**src/rtl/riscv_div_seq.sv**
```systemverilog
// -----------------------------------------------------------------------------
// riscv_div_seq
//
// Multi-cycle integer divide / remainder unit for the EX stage (RISC-V M
// DIV, DIVU, REM and REMU). Radix-2 restoring divider that produces one
// quotient bit per clock, sequenced by a three-state FSM
// (IDLE -> CALC -> FINISH).
//
// Operands are captured from the inputs only in IDLE, so the ID stage may
// change op_a_i, op_b_i or operator_i while a divide is running.
//
// Two cases finish after one cycle without iterating:
//   - division by zero
//   - signed overflow (most negative value divided by -1)
//
// Ports
//   clk          core clock
//   rst_n        asynchronous active-low reset
//   enable_i     divide instruction present in EX (a level, held until EX
//                advances)
//   operator_i   00 DIVU, 01 DIV, 10 REMU, 11 REM
//   op_a_i       dividend
//   op_b_i       divisor
//   result_o     quotient or remainder; non-zero only in FINISH
//   ready_o      unit done / not blocking EX
//   multicycle_o high while in CALC or FINISH
//   ex_ready_i   EX stage advancing this cycle
// -----------------------------------------------------------------------------
module riscv_div_seq #(
    parameter int WIDTH     = 32,
    parameter int CNT_WIDTH = 5
) (
    input  logic             clk,
    input  logic             rst_n,
    input  logic             enable_i,
    input  logic [1:0]       operator_i,
    input  logic [WIDTH-1:0] op_a_i,
    input  logic [WIDTH-1:0] op_b_i,
    output logic [WIDTH-1:0] result_o,
    output logic             ready_o,
    output logic             multicycle_o,
    input  logic             ex_ready_i
);

    localparam logic [WIDTH-1:0]     ZERO_VAL = '0;
    localparam logic [WIDTH-1:0]     ONES_VAL = '1;
    localparam logic [WIDTH-1:0]     MIN_VAL  = {1'b1, {(WIDTH-1){1'b0}}};
    localparam logic [CNT_WIDTH-1:0] CNT_LAST = CNT_WIDTH'(WIDTH - 1);

    typedef enum logic [1:0] {
        IDLE,
        CALC,
        FINISH
    } state_t;

    state_t               state_reg,   state_next;
    logic [CNT_WIDTH-1:0] cnt_reg,     cnt_next;
    logic                 rem_sel_reg, rem_sel_next;   // 1: return remainder
    logic                 neg_q_reg,   neg_q_next;
    logic                 neg_r_reg,   neg_r_next;
    logic [WIDTH-1:0]     divisor_reg, divisor_next;   // |op_b|

    // quot_reg starts holding |op_a|. Each iteration shifts one dividend
    // bit out of the top and one quotient bit in at the bottom, so after
    // WIDTH iterations it holds the unsigned quotient.
    logic [WIDTH-1:0]     quot_reg,    quot_next;
    logic [WIDTH-1:0]     rem_reg,     rem_next;
    logic [WIDTH-1:0]     result_reg,  result_next;

    // ------------------------------------------------------------------
    // Operand conditioning (used only in IDLE)
    // ------------------------------------------------------------------
    logic             signed_op;
    logic             a_neg;
    logic             b_neg;
    logic [WIDTH-1:0] a_abs;
    logic [WIDTH-1:0] b_abs;
    logic             div_zero;
    logic             sgn_ovf;

    assign signed_op = operator_i[0];
    assign a_neg     = signed_op & op_a_i[WIDTH-1];
    assign b_neg     = signed_op & op_b_i[WIDTH-1];

    // Negating MIN_VAL yields MIN_VAL again. Read as an unsigned
    // magnitude, that is the correct absolute value.
    assign a_abs     = a_neg ? (ZERO_VAL - op_a_i) : op_a_i;
    assign b_abs     = b_neg ? (ZERO_VAL - op_b_i) : op_b_i;

    assign div_zero  = (op_b_i == ZERO_VAL);
    assign sgn_ovf   = signed_op & (op_a_i == MIN_VAL) & (op_b_i == ONES_VAL);

    // ------------------------------------------------------------------
    // One restoring-division step
    // ------------------------------------------------------------------
    // The shifted partial remainder can reach 2*divisor-1, which needs
    // WIDTH+1 bits. The trial subtract therefore carries one extra bit,
    // so its top bit is a clean borrow (i.e. the sign of the difference).
    logic [WIDTH:0]   rem_shift;
    logic [WIDTH+1:0] trial;
    logic             q_bit;
    logic [WIDTH-1:0] rem_iter;
    logic [WIDTH-1:0] quot_iter;
    logic [WIDTH-1:0] quot_fix;
    logic [WIDTH-1:0] rem_fix;

    assign rem_shift = {rem_reg, quot_reg[WIDTH-1]};
    assign trial     = {1'b0, rem_shift} - {2'b00, divisor_reg};
    assign q_bit     = ~trial[WIDTH+1];

    // When the subtract fails, rem_shift < divisor, so its top bit is 0
    // and truncating it to WIDTH bits is lossless.
    assign rem_iter  = q_bit ? trial[WIDTH-1:0] : rem_shift[WIDTH-1:0];
    assign quot_iter = {quot_reg[WIDTH-2:0], q_bit};

    // Sign correction: the quotient truncates toward zero, and the
    // remainder takes the sign of the dividend.
    assign quot_fix  = neg_q_reg ? (ZERO_VAL - quot_iter) : quot_iter;
    assign rem_fix   = neg_r_reg ? (ZERO_VAL - rem_iter)  : rem_iter;

    // ------------------------------------------------------------------
    // State and datapath registers
    // ------------------------------------------------------------------
    always_ff @(posedge clk or negedge rst_n) begin
        if (!rst_n) begin
            state_reg   <= IDLE;
            cnt_reg     <= '0;
            rem_sel_reg <= 1'b0;
            neg_q_reg   <= 1'b0;
            neg_r_reg   <= 1'b0;
            divisor_reg <= '0;
            quot_reg    <= '0;
            rem_reg     <= '0;
            result_reg  <= '0;
        end else begin
            state_reg   <= state_next;
            cnt_reg     <= cnt_next;
            rem_sel_reg <= rem_sel_next;
            neg_q_reg   <= neg_q_next;
            neg_r_reg   <= neg_r_next;
            divisor_reg <= divisor_next;
            quot_reg    <= quot_next;
            rem_reg     <= rem_next;
            result_reg  <= result_next;
        end
    end

    // ------------------------------------------------------------------
    // Next-state and output logic
    // ------------------------------------------------------------------
    always_comb begin
        state_next   = state_reg;
        cnt_next     = cnt_reg;
        rem_sel_next = rem_sel_reg;
        neg_q_next   = neg_q_reg;
        neg_r_next   = neg_r_reg;
        divisor_next = divisor_reg;
        quot_next    = quot_reg;
        rem_next     = rem_reg;
        result_next  = result_reg;
        ready_o      = 1'b0;

        case (state_reg)
            IDLE: begin
                // ready_o drops as soon as a divide shows up in EX, so it
                // can start in the same cycle as a previous FINISH->IDLE.
                ready_o = ~enable_i;
                if (enable_i) begin
                    rem_sel_next = operator_i[1];
                    neg_q_next   = signed_op & (op_a_i[WIDTH-1] ^ op_b_i[WIDTH-1]);
                    neg_r_next   = a_neg;
                    divisor_next = b_abs;
                    quot_next    = a_abs;
                    rem_next     = '0;
                    if (div_zero) begin
                        // Quotient is all ones; remainder is the raw dividend.
                        result_next = operator_i[1] ? op_a_i : ONES_VAL;
                        state_next  = FINISH;
                    end else if (sgn_ovf) begin
                        // Quotient is the dividend; remainder is zero.
                        result_next = operator_i[1] ? ZERO_VAL : MIN_VAL;
                        state_next  = FINISH;
                    end else begin
                        cnt_next    = CNT_LAST;
                        state_next  = CALC;
                    end
                end
            end

            CALC: begin
                if (!enable_i) begin
                    // Instruction flushed: drop the work and produce no result.
                    state_next = IDLE;
                end else begin
                    rem_next  = rem_iter;
                    quot_next = quot_iter;
                    if (cnt_reg == '0) begin
                        result_next = rem_sel_reg ? rem_fix : quot_fix;
                        state_next  = FINISH;
                    end else begin
                        cnt_next = cnt_reg - 1'b1;
                    end
                end
            end

            FINISH: begin
                ready_o = 1'b1;
                if (!enable_i || ex_ready_i) begin
                    state_next = IDLE;
                end
            end

            default: begin
                state_next = IDLE;
            end
        endcase
    end

    assign multicycle_o = (state_reg != IDLE);

    // Gate the result so that no stale value leaks out after an abort or
    // outside FINISH.
    assign result_o = (state_reg == FINISH) ? result_reg : ZERO_VAL;

endmodule

```
**config.mk**
```make
export PLATFORM = sky130hd
export DESIGN_NAME = riscv_div_seq
export DESIGN_NICKNAME = d
export VERILOG_FILES = /design/src/rtl/riscv_div_seq.sv
export SDC_FILE = /design/constraint.sdc
export NUM_CORES = 1
export LEC_CHECK = 0
export ABC_AREA = 1
export BUFFER_PORTS_ARGS = -buffer_cell sky130_fd_sc_hd__buf_4
export CAP_MARGIN = 20
export CORE_MARGIN = 2
export CORE_UTILIZATION = 30
export DETAILED_ROUTE_END_ITERATION = 6
export GPL_ROUTABILITY_DRIVEN = 0
export SYNTH_ARGS = -nofsm -noshare
export SYNTH_HDL_FRONTEND = slang
export SYNTH_SLANG_ARGS = --single-unit
```
**constraint.sdc**
```tcl
create_clock -name clk -period 5.83 [get_ports clk]
set_input_delay 1.749 -clock clk [delete_from_list [all_inputs] [get_ports clk]]
set_output_delay 1.749 -clock clk [all_outputs]
set_load 0.02 [all_outputs]
```
==> results.json, run 1 <==
{
  "firstDrtPassIters": 5,
  "share_comb_of_total_power": 0.710,
  "yosys_warnings": 0,
  "final_net_count": 2273,
  "sequential_fraction_of_the_synthesis_area": 0.272,
  "postCtsResizedCells": 0,
  "syn_area_sq_um": 12700,
  "detail_route.iter0.violations": 1179,
  "worst_setup_hold_path_clk_slew_ns": 0.06,
  "ys.flop_type": "sky130_fd_sc_hd__dfrtp_1",
  "area.growth.synth_to_final_pct": 14.0,
  "synth_cell_types": 49,
  "row_count": 75,
  "async_flop_share": 1.00,
  "leakagePower_nw": 7.36,
  "port_buffers": 103,
  "maximum_number_of_pins_on_one_net_before_global_route_repair": 81,
  "synthCells": 2101,
  "synth_edf_count": 0,
  "dpl.hpwl_microns": 35300,
  "start_kind": "flip-flop",
  "vias": 13800,
  "h_tree_levels": 4,
  "clock_share_of_power": 0.110,
  "number_of_antenna_violations_at_the_first_check_in_global_routing": 0,
  "first_pass_grt_wire_length_microns": 71000,
  "slew_headroom": 0.380,
  "worst_slew_pin_slew_ns": 0.928,
  "post_cts.repair.setup_buffers": 0,
  "cellInternalPower_w": 0.00403,
  "detail_route.vias_per_cell": 5.08,
  "ant_diodes": 0,
  "die_height_microns": 210,
  "worstSetupEndpointType": "flip-flop",
  "detailed_route_wire_length_microns": 45300,
  "pwr_density_cell_nw_per_um2": 666,
  "hold_viol_final": 0,
  "tritoncts_num_sinks": 138,
  "wl_per_cell_microns": 16.7,
  "setup-tns-final_ns": 0,
  "total_power_w": 0.00966,
  "synth_fp_nets": 2211,
  "layout_worst_path_cycle_share": 0.825,
  "ys_ff_latch": 138,
  "ios": 104,
  "status": "finished clean",
  "hold_path.class": "reg -> reg",
  "setup.worst_path.class": "reg -> reg",
  "synthesis.area_per_instance_sq_um": 6.05,
  "max_cap_violations": 0,
  "finalWorstSetupSlack_ns": 1.02,
  "fillerInstances": 4612,
  "critical_path.max_fanout": 46,
  "post-route-drc-count": 0,
  "numCtsBuffers": 17,
  "placeableCoreArea_sq_um": 41900,
  "fin_crit_ns": 4.81,
  "post_place_setup_slack_ns": 0.671,
  "pwr-share-seq": 0.180,
  "number_of_buffers_inserted_for_hold_repair_after_clock_tree_synthesis": 0,
  "dieArea_sq_um": 44000,
  "floorplan.initialDensity": 0.304,
  "via_count_of_the_first_global_routing_pass": 13000,
  "finalSetupViolations": 0,
  "max_freq_mhz": 208,
  "switching_pwr_w": 0.00562,
  "clockBufferDepth": 2,
  "switching_share": 0.582,
  "crit_arrival_ns": 5.13,
  "fraction_of_final_layout_cells_sized_beyond_drive_strength_1": 0.0911,
  "global_route_total_overflow": 0,
  "floorplan.die.width_microns": 210,
  "timing.critical_path.required_ns": 6.15,
  "groute.usage.overall": 0.205,
  "grt_setup_unrepaired": "false",
  "clock_tree_from_tritoncts": "built",
  "clk_latency_ns": 0.44,
  "final_max_slew_viol_count": 0,
  "final.setup_skew_ns": 0.0128,
  "clk_root_buffer_cell": "sky130_fd_sc_hd__clkbuf_16",
  "power.ir.vdd_worst_mv": 0.347,
  "antenna_violating_nets_post_route": 0
}
[cells by family after synthesis]
family	synth area share
simple gates	0.356
buf+inv	0.124
compound gates	0.163
flops	0.272
xor+xnor	0.0455
fa+ha+maj	0.0400
[worst max-delay path, cell delays in order (launching register included)]
cell                       delay [ns]
sky130_fd_sc_hd__dfrtp_1         0.41
sky130_fd_sc_hd__ha_1            0.35
sky130_fd_sc_hd__inv_1           0.10
sky130_fd_sc_hd__o21bai_1        0.09
sky130_fd_sc_hd__nand2_1         0.07
sky130_fd_sc_hd__nand2_1         0.05
sky130_fd_sc_hd__nor2_1          0.17
sky130_fd_sc_hd__nand2_2         0.12
sky130_fd_sc_hd__nor2_8          0.28
sky130_fd_sc_hd__nand2_8         0.26
sky130_fd_sc_hd__inv_4           0.20
sky130_fd_sc_hd__ha_1            0.19
sky130_fd_sc_hd__inv_1           0.05
sky130_fd_sc_hd__nor3_1          0.24
sky130_fd_sc_hd__nand2_1         0.15
sky130_fd_sc_hd__nor3_1          0.32
sky130_fd_sc_hd__nand2_1         0.19
sky130_fd_sc_hd__nor2_1          0.23
sky130_fd_sc_hd__nand4_1         0.17
sky130_fd_sc_hd__nand2_1         0.13
sky130_fd_sc_hd__o21ai_0         0.15
sky130_fd_sc_hd__o21bai_1        0.21
sky130_fd_sc_hd__o21ai_0         0.16
sky130_fd_sc_hd__a21oi_1         0.06
sky130_fd_sc_hd__nor2_1          0.09
sky130_fd_sc_hd__nand2_1         0.11
sky130_fd_sc_hd__nand2_1         0.07
sky130_fd_sc_hd__nand2_1         0.05
[path summary, 6_finish.rpt]
path | from | depth (start not counted) | endpoint | slack, ns
worst max-delay path | rem_reg[29] | 27 | result_reg[28] | 1.02
worst min-delay path | divisor_reg[14] | 2 | divisor_reg[14] | 0.49
worst max register to register | rem_reg[29] | 27 | result_reg[28] | 1.02
worst min register to register | divisor_reg[14] | 2 | divisor_reg[14] | 0.49
max in group asynchronous | rst_n | 2 | divisor_reg[26] | 3.45
min in group asynchronous | rst_n | 1 | result_reg[12] | 1.37
[synthesized netlist by cell type (10+ instances only)]
library cell	n	area (sq um)
sky130_fd_sc_hd__xnor2_1	24	210
sky130_fd_sc_hd__o221ai_1	10	87.6
sky130_fd_sc_hd__buf_2	11	55.1
sky130_fd_sc_hd__inv_1	314	1180
sky130_fd_sc_hd__nor2_1	230	863
sky130_fd_sc_hd__nand4_1	30	188
sky130_fd_sc_hd__o211ai_1	16	120
sky130_fd_sc_hd__nand3_1	145	726
sky130_fd_sc_hd__o21ai_0	202	1010
sky130_fd_sc_hd__o21ai_1	16	80.1
sky130_fd_sc_hd__xor2_1	42	368
sky130_fd_sc_hd__a21oi_1	100	500
sky130_fd_sc_hd__nand2_1	587	2200
sky130_fd_sc_hd__nor3_1	33	165
sky130_fd_sc_hd__ha_1	39	488
sky130_fd_sc_hd__clkbuf_1	52	195
sky130_fd_sc_hd__dfrtp_1	138	3450
sky130_fd_sc_hd__inv_2	12	45.0
[stage by stage]
stage	utilization	area (sq um)	hold slack (ns)	instances
3_5_place_dp	0.333	14000	0.469	2683
4_1_cts	0.346	14500	0.485	2713
2_1_floorplan	-	12700	0.449	2101
3_3_place_gp	0.333	14000	0.468	2683
5_1_grt	0.346	14500	0.510	2713
6_report	0.346	14500	0.486	2713
[power groups by stage]
stage | Sequential, W | Clock [W] | Combinational, W
finish | 0.00174 | 0.00106 | 0.00685
global route | 0.00178 | 0.00111 | 0.00773
CTS | 0.00173 | 0.00107 | 0.00679
detailed placement | 0.00174 | 0 | 0.00674
global placement | 0.00173 | 0 | 0.00666
floorplan | 0.00158 | 0 | 0.00510
[area by class of cell]
cell class | instances | area (sq um) | area share
clock buffer | 20 | 437 | 0.0301
timing repair buffer | 117 | 882 | 0.0609
multi-input combinational | 1558 | 7700 | 0.531
sequential | 138 | 3450 | 0.238
inverter | 331 | 1240 | 0.0859
tap | 539 | 674 | 0.0465
clock inverter | 10 | 104 | 0.00717
[cells in the final DEF (no fill, tap or decap), types with 2 or more instances in the layout]
master	count
sky130_fd_sc_hd__a21oi_1	100
sky130_fd_sc_hd__a21oi_2	2
sky130_fd_sc_hd__a31oi_1	7
sky130_fd_sc_hd__and2_1	3
sky130_fd_sc_hd__buf_4	116
sky130_fd_sc_hd__bufinv_16	2
sky130_fd_sc_hd__clkbuf_1	3
sky130_fd_sc_hd__clkbuf_16	17
sky130_fd_sc_hd__clkinv_1	4
sky130_fd_sc_hd__clkinv_2	7
sky130_fd_sc_hd__dfrtp_1	138
sky130_fd_sc_hd__ha_1	39
sky130_fd_sc_hd__inv_1	314
sky130_fd_sc_hd__inv_2	12
sky130_fd_sc_hd__nand2_1	586
sky130_fd_sc_hd__nand2_2	7
sky130_fd_sc_hd__nand2_4	2
sky130_fd_sc_hd__nand2_8	2
sky130_fd_sc_hd__nand3_1	145
sky130_fd_sc_hd__nand3_2	3
sky130_fd_sc_hd__nand3b_1	4
sky130_fd_sc_hd__nand4_1	30
sky130_fd_sc_hd__nor2_1	229
sky130_fd_sc_hd__nor2_2	9
sky130_fd_sc_hd__nor2_4	3
sky130_fd_sc_hd__nor3_1	33
sky130_fd_sc_hd__nor3_2	3
sky130_fd_sc_hd__nor4_1	9
sky130_fd_sc_hd__o211ai_1	16
sky130_fd_sc_hd__o21ai_0	202
sky130_fd_sc_hd__o21ai_1	16
sky130_fd_sc_hd__o21ai_2	5
sky130_fd_sc_hd__o21bai_1	3
sky130_fd_sc_hd__o221ai_1	10
sky130_fd_sc_hd__o22ai_1	9
sky130_fd_sc_hd__o31ai_1	5
sky130_fd_sc_hd__or2_2	2
sky130_fd_sc_hd__xnor2_1	24
sky130_fd_sc_hd__xor2_1	42
[metal layers]
layer  vias to the layer above  global-route usage  routed length (microns)
met4                         0              0.0944                     1860
met1                      6399               0.279                    20600
met2                       441               0.322                    20200
met3                        91              0.0289                     2560
met5                         -                   0                        0
li1                       6843                   -                        -
Power figures use the tool's default switching activity.
==> run 2, diff against run 1 <==
- clock period: 5.83 -> 4.3 ns (I/O delays scaled with it)
==> results.json, run 2 (synthesis results as in run 1) <==
{
  "status": "finished clean",
  "holdPathStages": 2,
  "cellInternalPower_w": 0.00562,
  "dpl.cell_count": 2704,
  "final.setup_skew_ns": 0.0142,
  "fin_crit_ns": 4.01,
  "hold_viol_final": 0,
  "vias": 13900,
  "critical_path.max_fanout": 26,
  "pwr_density_cell_nw_per_um2": 914,
  "layoutNonFillerInstCount": 2736,
  "detail_route.vias_per_cell": 5.08,
  "fraction_of_final_layout_cells_sized_beyond_drive_strength_1": 0.103,
  "final_net_count": 2294,
  "holdWs_ns": 0.481,
  "start_kind": "input pin",
  "number_of_antenna_violations_at_the_first_check_in_global_routing": 0,
  "switching_pwr_w": 0.00783,
  "slew_headroom": 0.346,
  "timing.critical_path.required_ns": 4.67,
  "layout_worst_path_cycle_share": 0.932,
  "floorplan.die.width_microns": 210,
  "crit_arrival_ns": 4.38,
  "slack_of_the_worst_reg_to_reg_path_ns": 0.34,
  "clk_root_buffer_cell": "sky130_fd_sc_hd__clkbuf_16",
  "area.growth.synth_to_final_pct": 15.8,
  "post-route-drc-count": 0,
  "die_height_microns": 210,
  "post_dp_cell_area_sq_um": 14100,
  "worst_slew_pin_slew_ns": 0.979,
  "mostFrequentLayoutCell": "sky130_fd_sc_hd__nand2_1",
  "port_buffers": 103,
  "hold_path_end": "divisor_reg[15]",
  "detailed_route_wire_length_microns": 46500,
  "postLayoutCellArea_sq_um": 14700,
  "clock_tree_from_tritoncts": "built",
  "register_area_sq_um": 3450,
  "max_freq_mhz": 250,
  "finalSetupViolations": 0,
  "dpl.hpwl_microns": 36300,
  "clk_latency_ns": 0.45,
  "total_power_w": 0.0135,
  "hold_path.class": "reg -> reg",
  "final_max_slew_viol_count": 0,
  "row_count": 75,
  "worstSetupEndpointType": "flip-flop",
  "share_comb_of_total_power": 0.706,
  "switching_share": 0.582,
  "clock_share_of_power": 0.116,
  "worst_hold_startpoint": "divisor_reg[15]",
  "ant_diodes": 0,
  "setup.worst_path.class": "in -> reg",
  "first_element_of_the_critical_path": "op_a_i[1]",
  "dieArea_sq_um": 44000,
  "r2r_cells": 20,
  "antenna_violating_nets_post_route": 0,
  "maximum_number_of_pins_on_one_net_before_global_route_repair": 73,
  "post-route-util": 0.352,
  "tritoncts_num_sinks": 138,
  "worst_setup_hold_path_clk_slew_ns": 0.07,
  "global_route_total_overflow": 0,
  "wl_per_cell_microns": 17.0,
  "clockBufferDepth": 2,
  "max_cap_violations": 0,
  "via_count_of_the_first_global_routing_pass": 13100,
  "groute.usage.overall": 0.213,
  "h_tree_levels": 4,
  "grt_setup_unrepaired": "false",
  "rr_endpoint": "result_reg[18]",
  "first_pass_grt_wire_length_microns": 73000,
  "multi_input_comb_area_sq_um": 7710,
  "ios": 104,
  "floorplan.initialDensity": 0.304,
  "power.ir.vdd_worst_mv": 0.434,
  "fillerInstances": 4541,
  "launching_point_of_the_worst_reg2reg_path": "rem_reg[16]",
  "firstDrtPassIters": 6,
  "numCtsBuffers": 17,
  "pwr-share-seq": 0.178,
  "detail_route.iter0.violations": 1293,
  "most-common-layout-cells": "sky130_fd_sc_hd__nand2_1, sky130_fd_sc_hd__inv_1, sky130_fd_sc_hd__nor2_1, sky130_fd_sc_hd__o21ai_0, sky130_fd_sc_hd__nand3_1",
  "leakagePower_nw": 7.48,
  "placeableCoreArea_sq_um": 41900
}
==> run 2: per-layer routing <==
metal,vias to the layer above,global-route usage,wire [microns],part of all wire
met1,6470,0.286,20800,0.45
met2,462,0.345,21500,0.46
met4,0,0.0893,1630,0.035
met5,-,0,0,0
li1,6892,-,-,-
met3,76,0.0265,2680,0.058
==> run 2: layout make-up <==
| cell class | instances | share of cell area |
|---|---|---|
| repair buffers | 138 | 0.0715 |
| flip-flops and latches | 138 | 0.235 |
| clock buffers | 18 | 0.0291 |
| clock inverters | 14 | 0.0111 |
| multi-input cells | 1558 | 0.523 |
| inverters | 331 | 0.0846 |
| well taps | 539 | 0.0458 |
==> run 2: critical path, cell delays in order <==
cell and delay (ns):
sky130_fd_sc_hd__buf_4 0.11, sky130_fd_sc_hd__inv_1 0.12, sky130_fd_sc_hd__ha_1 0.25, sky130_fd_sc_hd__nand4_1 0.14, sky130_fd_sc_hd__nor3_1 0.23, sky130_fd_sc_hd__nand2_1 0.12
sky130_fd_sc_hd__nor2_1 0.23, sky130_fd_sc_hd__nand3_1 0.29, sky130_fd_sc_hd__o41ai_1 0.52, sky130_fd_sc_hd__o21ai_1 0.19, sky130_fd_sc_hd__nor2_4 0.15, sky130_fd_sc_hd__buf_4 0.30
sky130_fd_sc_hd__o311ai_0 0.27, sky130_fd_sc_hd__o21ai_0 0.15
==> run 2: per-stage QoR <==
step                TNS, ns  setup slack [ns]
floorplan                 0             0.658
global placement    -0.0247           -0.0247
detailed placement   -0.130            -0.128
CTS                       0             0.248
global route              0            0.0166
finish                    0             0.294
==> run 2: worst max path at each step <==
stage,end,slack [ns],cells past startpoint
floorplan,result_reg[28],0.66,30
global placement,result_reg[2],-0.02,14
detailed placement,result_reg[2],-0.13,14
CTS,result_reg[28],0.25,28
global route,result_reg[28],0.02,28
finish,result_reg[2],0.29,14
==> run 2: repair_timing <==
action / in CTS / in global routing
setup endpoints to repair: 0 / 5
resized for setup: 0 / 4
buffers inserted: 0 / 0
hold buffers: 0 / 0
==> run 2: power groups by stage <==
stage                     registers (W)  logic (W)  clock network, W
after CTS                       0.00238    0.00938           0.00158
after global routing            0.00245     0.0107           0.00164
final                           0.00240    0.00949           0.00156
after detailed placement        0.00239    0.00932                 0
after global placement          0.00238    0.00920                 0
after floorplan                 0.00215    0.00691                 0
==> run 3, diff against run 2 <==
- CAP_MARGIN: 20 -> not set
- clock period: 4.3 -> 3.6 ns (I/O delays scaled with it)
==> results.json, run 3 (synthesis results as in run 1) <==
{
  "finalSetupViolations": 0,
  "global_route_total_overflow": 0,
  "clock_tree_from_tritoncts": "built",
  "setup-tns-final_ns": 0,
  "first_pass_grt_wire_length_microns": 77100,
  "final_net_count": 2473,
  "dieArea_sq_um": 44000,
  "hold_path.class": "reg -> reg",
  "slew_headroom": 0.346,
  "worst_setup_hold_path_clk_slew_ns": 0.07,
  "worst_slew_pin_slew_ns": 0.978,
  "fin_crit_ns": 3.55,
  "most-common-layout-cells": "sky130_fd_sc_hd__nand2_1, sky130_fd_sc_hd__buf_4, sky130_fd_sc_hd__inv_1, sky130_fd_sc_hd__nor2_1, sky130_fd_sc_hd__o21ai_0",
  "detail_route.iter0.violations": 1259,
  "crit_arrival_ns": 3.90,
  "max_cap_violations": 0,
  "holdWs_ns": 0.485,
  "die_height_microns": 210,
  "h_tree_levels": 4,
  "critical_path.max_fanout": 33,
  "via_count_of_the_first_global_routing_pass": 14000,
  "layout_worst_path_cycle_share": 0.987,
  "final.setup_skew_ns": 0.0137,
  "detail_route.vias_per_cell": 5.08,
  "number_of_antenna_violations_at_the_first_check_in_global_routing": 1,
  "mostFrequentLayoutCell": "sky130_fd_sc_hd__nand2_1",
  "fraction_of_final_layout_cells_sized_beyond_drive_strength_1": 0.213,
  "firstDrtPassIters": 6,
  "floorplan.die.width_microns": 210,
  "hold_viol_final": 0,
  "grt_setup_unrepaired": "true",
  "numCtsBuffers": 17,
  "power.ir.vdd_worst_mv": 0.684,
  "maximum_number_of_pins_on_one_net_before_global_route_repair": 64,
  "clk_latency_ns": 0.45,
  "tritoncts_num_sinks": 138,
  "start_kind": "flip-flop",
  "worstSetupEndpointType": "flip-flop",
  "vias": 14800,
  "final_max_slew_viol_count": 0,
  "finalWorstSetupSlack_ns": 0.0454,
  "post-route-util": 0.398,
  "port_buffers": 103,
  "ios": 104,
  "clockBufferDepth": 2,
  "dpl.hpwl_microns": 38900,
  "groute.usage.overall": 0.225,
  "number_of_buffers_inserted_for_hold_repair_after_clock_tree_synthesis": 0,
  "post-route-drc-count": 0,
  "setup.worst_path.class": "reg -> reg",
  "status": "finished clean",
  "leakagePower_nw": 8.46,
  "row_count": 75,
  "post_place_setup_slack_ns": -1.31,
  "ant_diodes": 0,
  "timing.critical_path.required_ns": 3.95,
  "total_power_w": 0.0188,
  "placeableCoreArea_sq_um": 41900,
  "max_freq_mhz": 281,
  "pwr_density_cell_nw_per_um2": 1130,
  "floorplan.initialDensity": 0.304,
  "wl_per_cell_microns": 17.2,
  "detailed_route_wire_length_microns": 50200,
  "area.growth.synth_to_final_pct": 31.1,
  "antenna_violating_nets_post_route": 0,
  "clk_root_buffer_cell": "sky130_fd_sc_hd__clkbuf_16"
}
-- run 3: changes by cell type in the layout (fill, tap and decap cells not counted), sizes merged --
cell / change
inv: +1
clkbuf: +1
buf: +179
clkinvlp: -1
clkinv: -1
-- run 3: per-stage QoR --
stage,cells,cell area [sq um]
global placement,2872,15400
global route,2915,16700
detailed placement,2872,15400
floorplan,2101,12700
CTS,2904,16100
finish,2915,16700
-- run 3: what timing repair did --
item | CTS | global route
pin swaps | 1 | 34
setup buffers | 0 | 11
resized for setup | 15 | 116
endpoints found under the setup margin | 39 | 37
-- run 3: final cells by class --
cell class | instances | area, sq um
Tap cell | 539 | 674
Sequential cell | 138 | 3450
Clock inverter | 13 | 156
Clock buffer | 19 | 453
Multi-Input combinational cell | 1558 | 8250
Inverter | 331 | 1250
Fill cell | 4454 | 25200
Timing Repair Buffer | 317 | 2420
-- run 3: worst max-delay path: stages (launching register included) --
cell	delay, ns
sky130_fd_sc_hd__dfrtp_1	0.43
sky130_fd_sc_hd__ha_1	0.34
sky130_fd_sc_hd__nand2_2	0.07
sky130_fd_sc_hd__buf_4	0.14
sky130_fd_sc_hd__nor2_2	0.14
sky130_fd_sc_hd__nand2_1	0.13
sky130_fd_sc_hd__nor2_4	0.20
sky130_fd_sc_hd__nand2_8	0.08
sky130_fd_sc_hd__nand2_8	0.08
sky130_fd_sc_hd__buf_12	0.21
sky130_fd_sc_hd__nand2_1	0.09
sky130_fd_sc_hd__o21ai_2	0.12
sky130_fd_sc_hd__ha_1	0.23
sky130_fd_sc_hd__nand3_1	0.15
sky130_fd_sc_hd__inv_2	0.12
sky130_fd_sc_hd__nand2_1	0.15
sky130_fd_sc_hd__o21ai_2	0.27
sky130_fd_sc_hd__nand2_1	0.09
sky130_fd_sc_hd__nand3_1	0.13
sky130_fd_sc_hd__nand3_1	0.11
sky130_fd_sc_hd__nand2_1	0.12
sky130_fd_sc_hd__nand2_1	0.05
-- run 3: report_power, final --
| part | internal [W] | switching, W |
|---|---|---|
| Combinational | 0.00528 | 0.00885 |
| Sequential | 0.00221 | 0.000580 |
| Clock | 0.00108 | 0.000814 |
| Total | 0.00857 | 0.0102 |
-- run 3: worst paths after layout --
path / depth (start not counted) / endpoint / slack [ns] / from
min in group asynchronous: 1 / result_reg[3] / 0.57 / rst_n
min: 2 / result_reg[27] / 0.48 / result_reg[27]
max: 21 / result_reg[18] / 0.05 / rem_reg[18]
max in group asynchronous: 2 / quot_reg[25] / 2.20 / rst_n
max reg2reg: 21 / result_reg[18] / 0.05 / rem_reg[18]
min reg2reg: 2 / result_reg[27] / 0.48 / result_reg[27]
-- run 3: metal layers --
layer / vias up / track usage / share of wire
met3: 109 / 0.0340 / 0.066
met1: 6908 / 0.296 / 0.43
li1: 7234 / - / -
met2: 569 / 0.362 / 0.46
met5: - / 0 / 0.00026
met4: 2 / 0.110 / 0.044
